**src/rtl/score_display_scheduler.sv**
```systemverilog
// score_display_scheduler
// Takes binary scores over a valid/ready handshake and converts them to two BCD
// digits with a sequential double-dabble engine. The result is committed to the
// display registers in one cycle. The two digits are time-multiplexed onto one
// shared decoder path, with leading-zero blanking and a game-over flash.
//
// Handshake: a transfer happens on a rising clk edge where score_valid and
// score_ready are both 1. score_in is sampled only on that edge. score_valid
// seen while score_ready is 0 is ignored, so the source must hold score_valid
// and score_in until the transfer happens.
module score_display_scheduler #(
  parameter int SCAN_DIV      = 2,  // clock cycles per digit slot (>= 1)
  parameter int FLASH_DIV     = 4,  // full frames per flash half-period (>= 1)
  parameter int BLANK_LEADING = 1   // 1: blank the tens digit while it is 0
) (
  input  logic       clk,
  input  logic       rst,
  input  logic       score_valid,
  input  logic [6:0] score_in,
  output logic       score_ready,
  input  logic       game_complete,
  output logic       busy,
  output logic [1:0] digit_sel,
  output logic [3:0] digit_val,
  output logic       digit_en,
  output logic [1:0] dbg_state
);

  localparam logic [1:0] ST_IDLE    = 2'd0;
  localparam logic [1:0] ST_CONVERT = 2'd1;
  localparam logic [1:0] ST_COMMIT  = 2'd2;

  localparam int SCAN_W  = (SCAN_DIV > 1) ? $clog2(SCAN_DIV) : 1;
  localparam int FRAME_W = $clog2(FLASH_DIV + 1);
  localparam logic [SCAN_W-1:0]  SCAN_LAST  = SCAN_W'(SCAN_DIV - 1);
  localparam logic [FRAME_W-1:0] FRAME_LAST = FRAME_W'(FLASH_DIV - 1);

  // Conversion engine state
  logic [1:0] state_q, state_d;
  logic [6:0] operand_q, operand_d;
  logic [7:0] bcd_q, bcd_d;
  logic [2:0] iter_q, iter_d;
  logic [3:0] tens_q, tens_d;
  logic [3:0] ones_q, ones_d;
  logic       score_ready_q, score_ready_d;
  logic       busy_q, busy_d;

  // Scanner / flash state
  logic [SCAN_W-1:0]  scan_cnt_q, scan_cnt_d;
  logic               slot_q, slot_d;  // 0 = ones slot, 1 = tens slot
  logic [FRAME_W-1:0] frame_cnt_q, frame_cnt_d;
  logic               flash_phase_q, flash_phase_d;
  logic [1:0]         digit_sel_q, digit_sel_d;
  logic [3:0]         digit_val_q, digit_val_d;
  logic               digit_en_q, digit_en_d;

  logic [3:0] adj_hi, adj_lo;
  logic       scan_wrap;
  logic       frame_done;

  // Conversion FSM: IDLE accepts a score, CONVERT runs 7 add-3/shift steps,
  // COMMIT copies the BCD accumulator into the display registers.
  always_comb begin
    state_d   = state_q;
    operand_d = operand_q;
    bcd_d     = bcd_q;
    iter_d    = iter_q;
    tens_d    = tens_q;
    ones_d    = ones_q;
    // Add-3 is local to each nibble. No carry crosses between nibbles.
    adj_hi = (bcd_q[7:4] >= 4'd5) ? bcd_q[7:4] + 4'd3 : bcd_q[7:4];
    adj_lo = (bcd_q[3:0] >= 4'd5) ? bcd_q[3:0] + 4'd3 : bcd_q[3:0];
    case (state_q)
      ST_IDLE: begin
        if (score_valid && score_ready_q) begin
          // Saturate at 99 so the accumulator never needs a hundreds digit.
          operand_d = (score_in > 7'd99) ? 7'd99 : score_in;
          bcd_d     = 8'd0;
          iter_d    = 3'd0;
          state_d   = ST_CONVERT;
        end
      end
      ST_CONVERT: begin
        {bcd_d, operand_d} = {adj_hi[2:0], adj_lo, operand_q, 1'b0};
        iter_d = iter_q + 3'd1;
        if (iter_q == 3'd6) begin
          state_d = ST_COMMIT;
        end
      end
      ST_COMMIT: begin
        tens_d  = bcd_q[7:4];
        ones_d  = bcd_q[3:0];
        state_d = ST_IDLE;
      end
      default: state_d = ST_IDLE;
    endcase
    score_ready_d = (state_d == ST_IDLE);
    busy_d        = (state_d != ST_IDLE);
  end

  // Conversion registers and display registers
  always_ff @(posedge clk or posedge rst) begin
    if (rst) begin
      state_q       <= ST_IDLE;
      operand_q     <= 7'd0;
      bcd_q         <= 8'd0;
      iter_q        <= 3'd0;
      tens_q        <= 4'd0;
      ones_q        <= 4'd0;
      score_ready_q <= 1'b1;
      busy_q        <= 1'b0;
    end else begin
      state_q       <= state_d;
      operand_q     <= operand_d;
      bcd_q         <= bcd_d;
      iter_q        <= iter_d;
      tens_q        <= tens_d;
      ones_q        <= ones_d;
      score_ready_q <= score_ready_d;
      busy_q        <= busy_d;
    end
  end

  // Free-running scanner, frame-based flash timer and registered digit outputs.
  // The scanner runs independently of the FSM, so a commit never disturbs it.
  always_comb begin
    scan_wrap     = (scan_cnt_q == SCAN_LAST);
    scan_cnt_d    = scan_wrap ? '0 : scan_cnt_q + 1'b1;
    slot_d        = scan_wrap ? ~slot_q : slot_q;
    frame_done    = scan_wrap && slot_q;
    frame_cnt_d   = frame_cnt_q;
    flash_phase_d = flash_phase_q;
    if (!game_complete) begin
      frame_cnt_d   = '0;
      flash_phase_d = 1'b0;
    end else if (frame_done) begin
      if (frame_cnt_q == FRAME_LAST) begin
        frame_cnt_d   = '0;
        flash_phase_d = ~flash_phase_q;
      end else begin
        frame_cnt_d = frame_cnt_q + 1'b1;
      end
    end
    digit_sel_d = slot_d ? 2'b10 : 2'b01;
    digit_val_d = slot_d ? tens_q : ones_q;
    digit_en_d  = !(flash_phase_d ||
                    (slot_d && (BLANK_LEADING != 0) && (tens_q == 4'd0)));
  end

  // Scanner, flash and output registers
  always_ff @(posedge clk or posedge rst) begin
    if (rst) begin
      scan_cnt_q    <= '0;
      slot_q        <= 1'b0;
      frame_cnt_q   <= '0;
      flash_phase_q <= 1'b0;
      digit_sel_q   <= 2'b01;
      digit_val_q   <= 4'd0;
      digit_en_q    <= 1'b1;
    end else begin
      scan_cnt_q    <= scan_cnt_d;
      slot_q        <= slot_d;
      frame_cnt_q   <= frame_cnt_d;
      flash_phase_q <= flash_phase_d;
      digit_sel_q   <= digit_sel_d;
      digit_val_q   <= digit_val_d;
      digit_en_q    <= digit_en_d;
    end
  end

  assign score_ready = score_ready_q;
  assign busy        = busy_q;
  assign digit_sel   = digit_sel_q;
  assign digit_val   = digit_val_q;
  assign digit_en    = digit_en_q;
  assign dbg_state   = state_q;

endmodule

```
**config.mk**
```make
export PLATFORM = sky130hd
export DESIGN_NAME = score_display_scheduler
export DESIGN_NICKNAME = d
export VERILOG_FILES = /design/src/rtl/score_display_scheduler.sv
export SDC_FILE = /design/constraint.sdc
export NUM_CORES = 1
export LEC_CHECK = 0
export CORE_MARGIN = 3
export CORE_UTILIZATION = 55
export CTS_BUF_LIST = sky130_fd_sc_hd__clkbuf_16
export CTS_CLUSTER_DIAMETER = 50
export DETAILED_ROUTE_END_ITERATION = 7
export HOLD_SLACK_MARGIN = 0.12
export MAX_ROUTING_LAYER = met4
export PLACE_DENSITY = 0.79
export SYNTH_ARGS = -nofsm -noshare
export SYNTH_HDL_FRONTEND = slang
export SYNTH_SLANG_ARGS = --single-unit
```
**constraint.sdc**
```tcl
create_clock -name clk -period 1.7 [get_ports clk]
set_input_delay 0.17 -clock clk [delete_from_list [all_inputs] [get_ports clk]]
set_output_delay 0.17 -clock clk [all_outputs]
set_load 0.01 [all_outputs]
```
==> results of run 1 <==
[cells in the final DEF (no fill, tap or decap), types with 3 or more instances in the layout]
master	Yosys	final
a21oi_1	4	4
nor2_1	6	6
o21ai_0	11	11
a221o_1	4	4
o22ai_1	6	6
ha_1	8	8
dfstp_2	3	3
and3_1	3	3
inv_1	15	15
clkdlybuf4s50_1	0	21
clkbuf_16	0	5
buf_4	1	3
nand2_1	15	15
and2_1	3	3
o21a_1	4	4
nand2b_1	3	3
nor2b_1	4	4
o2111ai_1	4	4
mux2_2	4	4
dfrtp_1	39	39
[registers in the layout (all words and copies together) (netlist names)]
| name | flops |
|---|---|
| bcd_q | 8 |
| busy | 1 |
| dbg_state | 2 |
| digit_en | 1 |
| digit_sel | 2 |
| digit_val | 4 |
| flash_phase_q | 1 |
| frame_cnt_q | 3 |
| iter_q | 3 |
| ones_q | 4 |
| operand_q | 7 |
| scan_cnt_q | 1 |
| score_ready | 1 |
| tens_q | 4 |
[layer usage]
layer	vias to the layer above	wire length, um	track usage
li1	645	-	-
met1	656	1565	0.2394
met2	38	1879	0.3436
met3	8	141	0.03813
met4	0	76	0.1082
met5	-	0	-
[final timing paths]
kind	endpoint	slack, ps
setup / recovery	dbg_state[1]	60
hold / removal	operand_q[4]	320
setup reg to reg	operand_q[3]	220
hold reg to reg	scan_cnt_q	420
max in group asynchronous	score_ready	1010
min in group clk	scan_cnt_q	420
[final cells by class]
| cell class | instances | share of cell area |
|---|---|---|
| Timing Repair Buffer | 24 | 0.1020 |
| Inverter | 16 | 0.02633 |
| Tap cell | 44 | 0.02414 |
| Clock inverter | 3 | 0.007131 |
| Multi-Input combinational cell | 104 | 0.3231 |
| Clock buffer | 5 | 0.05485 |
| Sequential cell | 42 | 0.4624 |
[per-stage QoR]
step	power [W]	instances	area, sq um	hold slack [ps]	utilization
global placement	0.002862	230	2140	413.8	0.6732
global route	0.004146	238	2281	380.5	0.7177
detailed placement	0.002942	230	2140	421.8	0.6732
floorplan	0.002515	168	1896	243.3	-
CTS	0.003881	238	2281	340.2	0.7177
finish	0.003857	238	2281	322.9	0.7177
[power breakdown]
| part | total (W) | leakage [nW] | internal [W] | switching [W] |
|---|---|---|---|---|
| sequential | 0.00159 | 0.536 | 0.00134 | 0.000252 |
| clock | 0.000902 | 0.0672 | 0.000535 | 0.000367 |
| combinational | 0.00137 | 0.448 | 0.000645 | 0.000722 |
| total | 0.00386 | 1.05 | 0.00252 | 0.00134 |
[cell families (layout without fill, tap and decap cells)]
logic type	after synthesis	after routing	share of synthesized area
and+or+nand+nor	44	44	0.1267
muxes	4	4	0.02376
buffers and inverters	22	48	0.05478
adders and majority gates	8	8	0.05281
xor gates and xnor gates	3	3	0.01386
DFF	42	42	0.5564
AOI/OAI and AO/OA	45	45	0.1716
==> impl_results.md, run 1 <==
- Critical path's top delay family: buffers and inverters
- Antenna Diode Count: 0
- Via count: 1347
- Clk slew on worst S/H paths: 60 ps
- Num ports: 22
- Sequential share of the synthesized area: 0.5564
- Worst Tran Pin Value: 517.9 ps
- WL final: 3662 um
- Drt drc: 0
- Reg2reg start: score_ready
- Most numerous cell in the Yosys netlist: dfrtp_1
- Multi-input gate area: 737.0 sq um
- Initial Util: 0.5965
- Synthesized instance count: 168
- Setup_tns: 0 ps
- First-pass DRT Iterations: 4
- WP data arrival: 1470 ps
- Clock Sinks: 42
- Final net count: 212
- Slowest CP cell: clkdlybuf4s50_1
- #FFs+latches synth: 42
- RSZ-0062 raised after global routing: false
- Core area: 3178 sq um
- Core Rows: 20
- GPL Wtd Cong: 0.8541
- P_leak: 1.051 nW
- Antenna Nets Post-Route: 0
- FF+latch area: 1055 sq um
- Clk Tree Root Cell: clkbuf_16
- Post-CTS Setup Inserts: 0
- Fin crit share: 0.9626
- Worst path depth: 1
- Final setup margin: 63.51 ps
- Slew HR: 0.6548
- CTS resizes: 0
- Crit Path Class: flop to output port
- Share of the synthesized area in the top cell type: 0.5149
- Initial antenna violation count: 0
- Remaining Overflow, GRT: 0
- PwrDens: 1691 nW/um^2
- Synth area leaders: dfrtp_1, ha_1, dfstp_2
- Worst vdd ir: 1022 uV
- Max clock buf depth: 2
- HP Class: primary input to asynchronous set/reset pin
- WL/cell: 15.39 um
- Fin crit period: 1636 ps
- Distinct cells, synth: 41
- Setup crit end kind: output port
- Die extent in y: 64.71 um
- Outcome: complete, no violations
- Number of synthesized flops with an enable pin: 0
- Vias in the first global route: 1386
- Total CTS buffers: 5
- Fmax: 611.1 MHz
- Max-Cap Viols: 0
- H-tree depth: 2
- Syn Area/Cell: 11.28 sq um
- Fin Clk Skew: 2.829 ps
- Layout area overhead: 20.33%
- Worst-case reg-to-reg path depth: 3
- Hold Fails Final Rpt: 0
- Top FF cell, synth: dfrtp_1
- CTS tree: done
- Crit-path max cell delay: 620 ps
- Post-DR vias/cell: 5.660
- Commonest cells post-synth: dfrtp_1, inv_1, nand2_1
- Pin count of the biggest net entering global routing: 43
- Yosys top cell by area: dfrtp_1
- First-pass GRT wire length: 6451 um
- Hpwl dp: 2522 um
- Worst-path maximum fanout: 13
- Die Area: 4187 sq um
- Start point of the critical path: dbg_state[1]
- Die width: 64.71 um
- Ratio of cells with drive above 1 in the final layout: 0.1082
- Hold buffer count at cts: 0
- DRT iter0 DRCs: 90
- Worst EP required: 1530 ps
- Crit-path cells: clkdlybuf4s50_1
- Setup WS pre-CTS: 40.09 ps
- Mapped Nets: 187
- Cell area after synthesis: 1896 sq um
- Gr usage total: 0.2071
- Port Buf Inserts: 21
- Yosys warns: 0
- FFs w/ async S/R, synth: 1.000
- Clk_lat worst skew: 280 ps
- Final Max Slew Viols: 0
- Critical path buffers and inverters: 1
- Final Setup Violations: 0
- Element type at the critical path start: flop
- Fillcell total: 231
No activity file was read; power rests on OpenSTA's default activity.
==> run 2, diff against run 1 <==
--- a/config.mk
+++ b/config.mk
@@ -5,6 +5,7 @@
 export SDC_FILE = /design/constraint.sdc
 export NUM_CORES = 1
 export LEC_CHECK = 0
+export ABC_CLOCK_PERIOD_IN_PS = 1700
 export CORE_MARGIN = 3
 export CORE_UTILIZATION = 55
 export CTS_BUF_LIST = sky130_fd_sc_hd__clkbuf_16
@@ -13,6 +14,7 @@
 export HOLD_SLACK_MARGIN = 0.12
 export MAX_ROUTING_LAYER = met4
 export PLACE_DENSITY = 0.79
+export RECOVER_POWER = 100
 export SYNTH_ARGS = -nofsm -noshare
 export SYNTH_HDL_FRONTEND = slang
 export SYNTH_SLANG_ARGS = --single-unit
==> impl_results.md, run 2 (same netlist as run 1, synthesis figures left out) <==
- Fin area: 2278 sq um (-0.11%)
- Element type at the critical path start: flop
- Most frequent cells in the layout: dfrtp_1, inv_1, nand2_1
- Crit Path Class: flop to output port
- Gr usage total: 0.2071 (unchanged)
- Clock Sinks: 42 (unchanged)
- Ratio of cells with drive above 1 in the final layout: 0.09794 (-0.01031)
- Worst Tran Pin Value: 1010 ps (+491.9 ps)
- Final setup margin: 47.31 ps (-16.20 ps)
- Clk Tree Root Cell: clkbuf_16
- Critical path's top delay family: flip-flops
- Core area: 3178 sq um (unchanged)
- Final Max Slew Viols: 0 (unchanged)
- Worst-path maximum fanout: 4 (-9)
- HP Class: flop to flop
- Slew HR: 0.3268 (-0.3279)
- PwrDens: 1682 nW/um^2 (-0.56%)
- Met1 layer usage reported by global route: 0.2394 (unchanged)
- Fillcell total: 232 (+0.43%)
- Vias in the first global route: 1386 (unchanged)
- Num ports: 22 (unchanged)
- Worst vdd ir: 1023 uV (about the same)
- Hpwl dp: 2522 um (unchanged)
- GR Util met3: 0.03813 (unchanged)
- Crit-path cells: clkdlybuf4s50_1
- WL/cell: 15.32 um (-0.44%)
- P_leak: 1.058 nW (+0.67%)
- Max clock buf depth: 2 (unchanged)
- Clk slew on worst S/H paths: 60 ps (about the same)
- Crit-path max cell delay: 620 ps (about the same)
- Hold Fails Final Rpt: 0 (unchanged)
- Initial Util: 0.5965 (unchanged)
- H-tree depth: 2 (unchanged)
- Die width: 64.71 um (unchanged)
- Commonest non-fill, non-tap cell in the layout: dfrtp_1
- Clk_lat worst skew: 280 ps (about the same)
- Layout area overhead: 20.20%
- Slowest CP cell: dfstp_1
- Setup crit end kind: output port
- Hold buffer count at cts: 0 (unchanged)
- Antenna Nets Post-Route: 0 (unchanged)
- WP data arrival: 1480 ps (about the same)
- GRT busiest layer: met2
- Setup_tns: 0 ps (unchanged)
- Fin crit period: 1653 ps (+16.20 ps)
- WL final: 3646 um (-0.44%)
- Largest Register: bcd_q
- Die Area: 4187 sq um (unchanged)
- Core Rows: 20 (unchanged)
- Final net count: 212 (unchanged)
- Initial antenna violation count: 0 (unchanged)
- Antenna Diode Count: 0 (unchanged)
- Multi-input gate area: 737.0 sq um (unchanged)
- Drt drc: 0 (unchanged)
- CTS resizes: 0 (unchanged)
- Dpl cell area: 2140 sq um (unchanged)
- Remaining Overflow, GRT: 0 (unchanged)
- Fin Clk Skew: 2.767 ps (-0.06162 ps)
- Fin crit share: 0.9722 (+0.009528)
- CTS tree: done
- Worst EP required: 1530 ps (about the same)
- Fmax: 605.1 MHz (-0.98%)
- First-pass DRT Iterations: 4 (unchanged)
- Regs by FF count: bcd_q (8), operand_q (7)
- Via count: 1356 (+0.67%)
- Critical path buffers and inverters: 1 (unchanged)
- Final Setup Violations: 0 (unchanged)
- Port Buf Inserts: 21 (unchanged)
- GPL Wtd Cong: 0.8541 (unchanged)
- Die extent in y: 64.71 um (unchanged)
- DRT iter0 DRCs: 77 (-14%)
- Met2 Use GR: 0.3436 (unchanged)
- Max-Cap Viols: 0 (unchanged)
- FF+latch area: 1055 sq um (unchanged)
- First-pass GRT wire length: 6451 um (unchanged)
- Setup WS pre-CTS: 40.09 ps (unchanged)
- Max reg flops: 8 (unchanged)
- Outcome: complete, no violations
- Post-DR vias/cell: 5.697 (+0.67%)
- Post-CTS Setup Inserts: 0 (unchanged)
- Total CTS buffers: 5 (unchanged)
- Pin count of the biggest net entering global routing: 43 (unchanged)
- RSZ-0062 raised after global routing: false
run 2: power by group:
group / switching [W] / total (W) / leakage [nW] / internal, W
clock network: 0.000366 / 0.000901 / 0.0672 / 0.000535
logic: 0.000722 / 0.00135 / 0.455 / 0.000626
registers: 0.000250 / 0.00158 / 0.535 / 0.00133
run 2: final cells by class:
| class | instances | share of cell area |
|---|---|---|
| clock buffers | 5 | 0.05491 |
| clock inverters | 3 | 0.007139 |
| inverters | 16 | 0.02636 |
| multi-input cells | 104 | 0.3234 |
| flip-flops and latches | 42 | 0.4629 |
| well taps | 44 | 0.02416 |
| repair buffers | 24 | 0.1010 |
run 2: per-layer routing:
metal,vias up,wire length (um)
met5,-,0
met4,0,72
met3,8,136
met2,38,1880
met1,664,1556
li1,646,-
run 2: per-stage QoR:
step / hold WS, ps / instances / power [W] / util
after floorplan: 243.3 / 168 / 0.002515 / -
after global placement: 413.8 / 230 / 0.002862 / 0.6732
after detailed placement: 421.8 / 230 / 0.002942 / 0.6732
after CTS: 340.2 / 238 / 0.003881 / 0.7177
after global routing: 462.0 / 238 / 0.004120 / 0.7169
final: 424.1 / 238 / 0.003832 / 0.7169
run 2: final timing paths:
check / startpoint / endpoint / slack [ps] / depth (start not counted)
worst max-delay path: score_ready / score_ready / 50 / 1
worst min-delay path: scan_cnt_q / scan_cnt_q / 420 / 1
worst max register to register: score_ready / operand_q[3] / 150 / 3
worst min register to register: scan_cnt_q / scan_cnt_q / 420 / 1
max in group asynchronous: rst / operand_q[3] / 430 / 3
min in group asynchronous: rst / operand_q[4] / 650 / 3
run 2: worst reg2reg max path, stage by stage (launching register included):
cell	delay, ps
dfstp_1	620
a21oi_4	100
or2_1	360
a221o_1	340
